$ cat src/rtl/jk_excitation_driver.sv
// Drives a target 8-bit q pattern into an external JK flop, MSB first, using
// set/reset or toggle excitation, and checks the flop's q feedback one cycle later.
module jk_excitation_driver (
   input  logic       clk,
   input  logic       rst_n,
   input  logic       in_valid,
   output logic       in_ready,
   input  logic [7:0] in_data,
   input  logic       in_mode,
   output logic       J,
   output logic       K,
   input  logic       q_fb,
   output logic       busy,
   output logic       done,
   output logic       err
);

   typedef enum logic [1:0] {
      IDLE  = 2'd0,
      SHIFT = 2'd1,
      CHECK = 2'd2
   } state_t;

   state_t     state_r, state_nx;
   logic [7:0] pat_r, pat_nx;
   logic       mode_r, mode_nx;
   logic [2:0] cnt_r, cnt_nx;
   logic       model_r, model_nx;
   logic       exp_r, exp_nx;
   logic       chk_r, chk_nx;
   logic       j_r, j_nx;
   logic       k_r, k_nx;
   logic       done_r, done_nx;
   logic       err_r, err_nx;
   logic [2:0] idx_s;
   logic       tgt_s;

   assign in_ready = (state_r == IDLE);
   assign busy     = (state_r == SHIFT) || (state_r == CHECK);
   assign J        = j_r;
   assign K        = k_r;
   assign done     = done_r;
   assign err      = err_r;

   // State and datapath registers; reset abandons any partial frame
   always_ff @(posedge clk or negedge rst_n) begin
      if (!rst_n) begin
         state_r <= IDLE;
         pat_r   <= 8'h00;
         mode_r  <= 1'b0;
         cnt_r   <= 3'd0;
         model_r <= 1'b0;
         exp_r   <= 1'b0;
         chk_r   <= 1'b0;
         j_r     <= 1'b0;
         k_r     <= 1'b0;
         done_r  <= 1'b0;
         err_r   <= 1'b0;
      end else begin
         state_r <= state_nx;
         pat_r   <= pat_nx;
         mode_r  <= mode_nx;
         cnt_r   <= cnt_nx;
         model_r <= model_nx;
         exp_r   <= exp_nx;
         chk_r   <= chk_nx;
         j_r     <= j_nx;
         k_r     <= k_nx;
         done_r  <= done_nx;
         err_r   <= err_nx;
      end
   end

   // Next-state, excitation and feedback-check logic
   always_comb begin
      state_nx = state_r;
      pat_nx   = pat_r;
      mode_nx  = mode_r;
      cnt_nx   = cnt_r;
      model_nx = model_r;
      exp_nx   = model_r;
      chk_nx   = 1'b0;
      j_nx     = 1'b0;
      k_nx     = 1'b0;
      done_nx  = 1'b0;
      err_nx   = err_r;
      idx_s    = 3'd6 - cnt_r;
      tgt_s    = pat_r[idx_s];

      // q_fb now reflects the excitation presented in the previous cycle
      if (chk_r && (q_fb != exp_r)) begin
         err_nx = 1'b1;
      end else begin
         err_nx = err_r;
      end

      case (state_r)
         IDLE: begin
            if (in_valid) begin
               pat_nx   = in_data;
               mode_nx  = in_mode;
               cnt_nx   = 3'd0;
               err_nx   = 1'b0;
               model_nx = in_data[7];
               j_nx     = in_data[7];
               k_nx     = ~in_data[7];
               state_nx = SHIFT;
            end else begin
               state_nx = IDLE;
            end
         end
         SHIFT: begin
            chk_nx = 1'b1;
            if (cnt_r == 3'd7) begin
               state_nx = CHECK;
            end else begin
               cnt_nx   = cnt_r + 3'd1;
               model_nx = tgt_s;
               if (tgt_s == model_r) begin
                  j_nx = 1'b0;
                  k_nx = 1'b0;
               end else if (mode_r) begin
                  j_nx = 1'b1;
                  k_nx = 1'b1;
               end else begin
                  j_nx = tgt_s;
                  k_nx = ~tgt_s;
               end
            end
         end
         CHECK: begin
            state_nx = IDLE;
            done_nx  = 1'b1;
         end
         default: begin
            state_nx = IDLE;
         end
      endcase
   end

endmodule

$ cat config.mk
export PLATFORM = sky130hd
export DESIGN_NAME = jk_excitation_driver
export DESIGN_NICKNAME = d
export VERILOG_FILES = /design/src/rtl/jk_excitation_driver.sv
export SDC_FILE = /design/constraint.sdc
export NUM_CORES = 1
export LEC_CHECK = 0
export BUFFER_PORTS_ARGS = -buffer_cell sky130_fd_sc_hd__clkbuf_2
export CAP_MARGIN = 20
export CORE_ASPECT_RATIO = 0.6
export CORE_MARGIN = 2
export CORE_UTILIZATION = 45
export CTS_CLUSTER_SIZE = 20
export DETAILED_ROUTE_END_ITERATION = 8
export MAX_ROUTING_LAYER = met4
export PLACE_DENSITY_LB_ADDON = 0.1
export SYNTH_ARGS = -nofsm -noshare
export SYNTH_HDL_FRONTEND = slang
export SYNTH_SLANG_ARGS = --single-unit
$ cat constraint.sdc
create_clock -name clk -period 1.8 [get_ports clk]
set_input_delay 0.27 -clock clk [delete_from_list [all_inputs] [get_ports clk]]
set_output_delay 0.27 -clock clk [all_outputs]
set_load 0.01 [all_outputs]
==> results by group <==
Pwr
  • Power per cell area: 1600 mW/mm2
  • Int Power: ~1.3 mW
  • Clk pwr share: 0.164
  • Pwr Total: roughly 1.9 mW
  • Sequential share of power: 0.413
  • Switching share of total power: 0.349
  • P_sw: ~0.67 mW
  • Pleak: between 0.5 and 0.6 nW
  • Worst VDD drop: 0.786 mV
  • Logic pwr share: 0.423

Worst setup path
  • Crit Path Category: register to register
  • CP max stage delay: between 0.4 and 0.5 ns
  • Worst Setup SP: cnt_r[0]
  • CP max FO: 8
  • Worst EP required: 1.94 ns
  • CP bufs+invs: 0
  • Reg2reg start: cnt_r[0]
  • CP delay by family, top: flip-flops
  • CP startpoint kind: register
  • Worst Setup End Kind: register
  • Crit path DAT: about 1.9 ns
  • Critical path's slowest cell: dfrtp_2
  • Cell Chain, Critical Path: ha_4, ha_1, or2b_2, o311ai_1

Clocking
  • Number of clock sinks: 21
  • CTS buffer count: 3
  • Clk buf depth: 2
  • TritonCTS clock tree: done
  • Setup bufs post-CTS: 0
  • Worst-Skew Late Latency: approximately 0.26 ns
  • Root buffer cell: clkbuf_8
  • Reg clk slew, reported paths: approximately 0.080 ns
  • H-tree depth: 1

Synth
  • Synth async-reset ratio: 1.00
  • Simple-Gate Fraction of Synth Area: 0.0720
  • Compound-cell area share of the yosys netlist: 0.117
  • Area share of the largest cell type after synthesis: 0.522
  • Top-count cell post-synth: dfrtp_1
  • Commonest cells in the netlist: dfrtp_1 (21), mux2_2 (9), ha_1 (6)
  • Commonest register cell after synthesis: dfrtp_1
  • Mapped cell area: roughly 0.001 mm2
  • EDFF count, synth: 0
  • Synthesis-stage register bit count: 21
  • Synth Net Count: just over 90
  • Synth area leader: dfrtp_1
  • Main combinational cell family by area after synthesis: multiplexers
  • Synth top area cells: dfrtp_1 (52%), mux2_2 (10%), ha_1 (7.5%), mux4_1 (5.2%), a22o_1 (3.5%)
  • Multiplexer area fraction after synthesis: 0.175
  • Distinct cells, synth: 29
  • Synth warn: 0
  • Mapped Cells: 74
  • Avg Cell Area, Syn: between 10 and 15 um2
  • Synth Area in Adders: 0.0745
  • Sequential share of the synthesized area: 0.522
  • Post-Synth XOR/XNOR Area: 0.0174

Min path
  • Hold WC Path Type: input pin to register
  • Worst hold start: in_data[0]

Place
  • Final GP Congestion: roughly 0.73
  • DP HPWL: between 1000 and 1500 um
  • Number of port buffers: 18

Detailed routing
  • Drt wl/cell: between 10 and 15 um
  • Final WL: approximately 1800 um
  • Initial DRT Pass Iterations: 4
  • Routed Antenna Nets: 0
  • Vias/cell: between 5 and 6
  • DRC violations left: 0
  • Initial DRC count: 19
  • Via count: 634

STA
  • Skew final: 0.00851 ns
  • Crit path time final: about 1.7 ns
  • Total Neg Setup Slack: 0 ns
  • Fmax: around 590 MHz
  • Relative slew slack: 0.654
  • Worst slew pin tran: about 0.52 ns
  • Fin. max-slew vios: 0
  • Fin crit share: 0.949
  • Hold_ws: 0.230 ns
  • Setup violations, final: 0
  • Hold Vio Cnt, Final: 0

Job
  • Max Cap Viol: 0

Cells and area
  • Fill cells: ~190
  • Number of diodes: 0
  • Fin nets: around 120
  • Final core utilization: 0.561
  • Synth-to-Final Area Change: 19.5%
  • Layout cell share with drive strength beyond 1: 0.417

Die
  • Die Span X: roughly 65 um
  • Row Count: 13
  • Die area: ~0.0026 mm2
  • IO Pins: 19
  • Core area: between 0.002 and 0.0025 mm2
  • Chip height: 40.6 um
  • Starting Density: 0.469

Global route
  • Vias in the first global route: 587
  • Initial antenna violation count: 0
  • Total congestion overflow: 0
  • First-pass GRT wire length: around 2900 um
  • Pin count of the biggest net entering global routing: 22
  • Total Routing Usage GR: 0.166

Outcome
  • Status: finished clean
logic make-up after synthesis:
group,after synthesis
AOI/OAI and AO/OA,16
xor gates and xnor gates,2
adders and majority gates,6
buffers and inverters,4
DFF,21
muxes,12
and+or+nand+nor,13
power groups by stage:
stage	Clock [mW]	Combinational [mW]	Sequential (mW)
after global routing	0.349	0.903	0.822
after floorplan	0	0.617	0.761
after global placement	0	0.761	0.790
final	0.315	0.812	0.794
after CTS	0.319	0.788	0.779
after detailed placement	0	0.783	0.787
final cells by class:
cell class	instances	area, um2	area share
Multi-Input combinational cell	49	475	0.395
Sequential cell	21	527	0.438
Clock buffer	3	41.3	0.0343
Clock inverter	1	7.51	0.00624
Inverter	2	7.51	0.00624
Timing Repair Buffer	20	108	0.0894
Tap cell	30	37.5	0.0312
layout by cell type, fill, tap and decap left out, types with 2 or more instances in the layout:
| cell | n |
|---|---|
| inv_1 | 2 |
| nand3_1 | 2 |
| clkbuf_8 | 3 |
| nand2_1 | 4 |
| mux2_2 | 9 |
| a21oi_1 | 4 |
| a22o_1 | 4 |
| clkbuf_2 | 18 |
| dfrtp_1 | 20 |
| ha_1 | 5 |
sequential cells by signal (all words and copies together), names as in the netlist:
| name | flops |
|---|---|
| exp_nx | 1 |
| mode_r | 1 |
| pat_r | 8 |
| chk_r | 1 |
| J | 1 |
| err | 1 |
| cnt_r | 3 |
| state_r | 2 |
| K | 1 |
| exp_r | 1 |
| done | 1 |
final timing paths:
kind / to / slack [ns] / cells after the start
max: J / 0.09 / 4
min: pat_r[0] / 0.23 / 2
max reg2reg: J / 0.09 / 4
min reg2reg: exp_r / 0.50 / 0
max in group asynchronous: cnt_r[0] / 0.91 / 2
min in group asynchronous: done / 0.52 / 2
per-stage QoR:
stage | worst slack [ns] | std cells | area, um2
global placement | 0.0406 | 121 | 1130
global route | -0.0000868 | 126 | 1200
floorplan | 0.173 | 74 | 1010
finish | 0.0920 | 126 | 1200
detailed placement | 0.0578 | 121 | 1130
CTS | 0.0185 | 126 | 1190
routing by layer:
layer / global-route usage / wire length (um) / part of all wire / vias up
li1: - / - / - / 318
met1: 0.231 / 981 / 0.55 / 304
met2: 0.232 / 717 / 0.41 / 12
met3: 0.0659 / 70 / 0.040 / 0
met4: 0.0313 / 0 / 0 / 0
met5: - / 0 / 0 / -
repair_timing:
item,CTS,global route
hold buffers,1,0
gates resized for setup,0,5
endpoints found under the setup margin,0,4
endpoints found under the hold margin,21,0
Power figures use the tool's default switching activity.
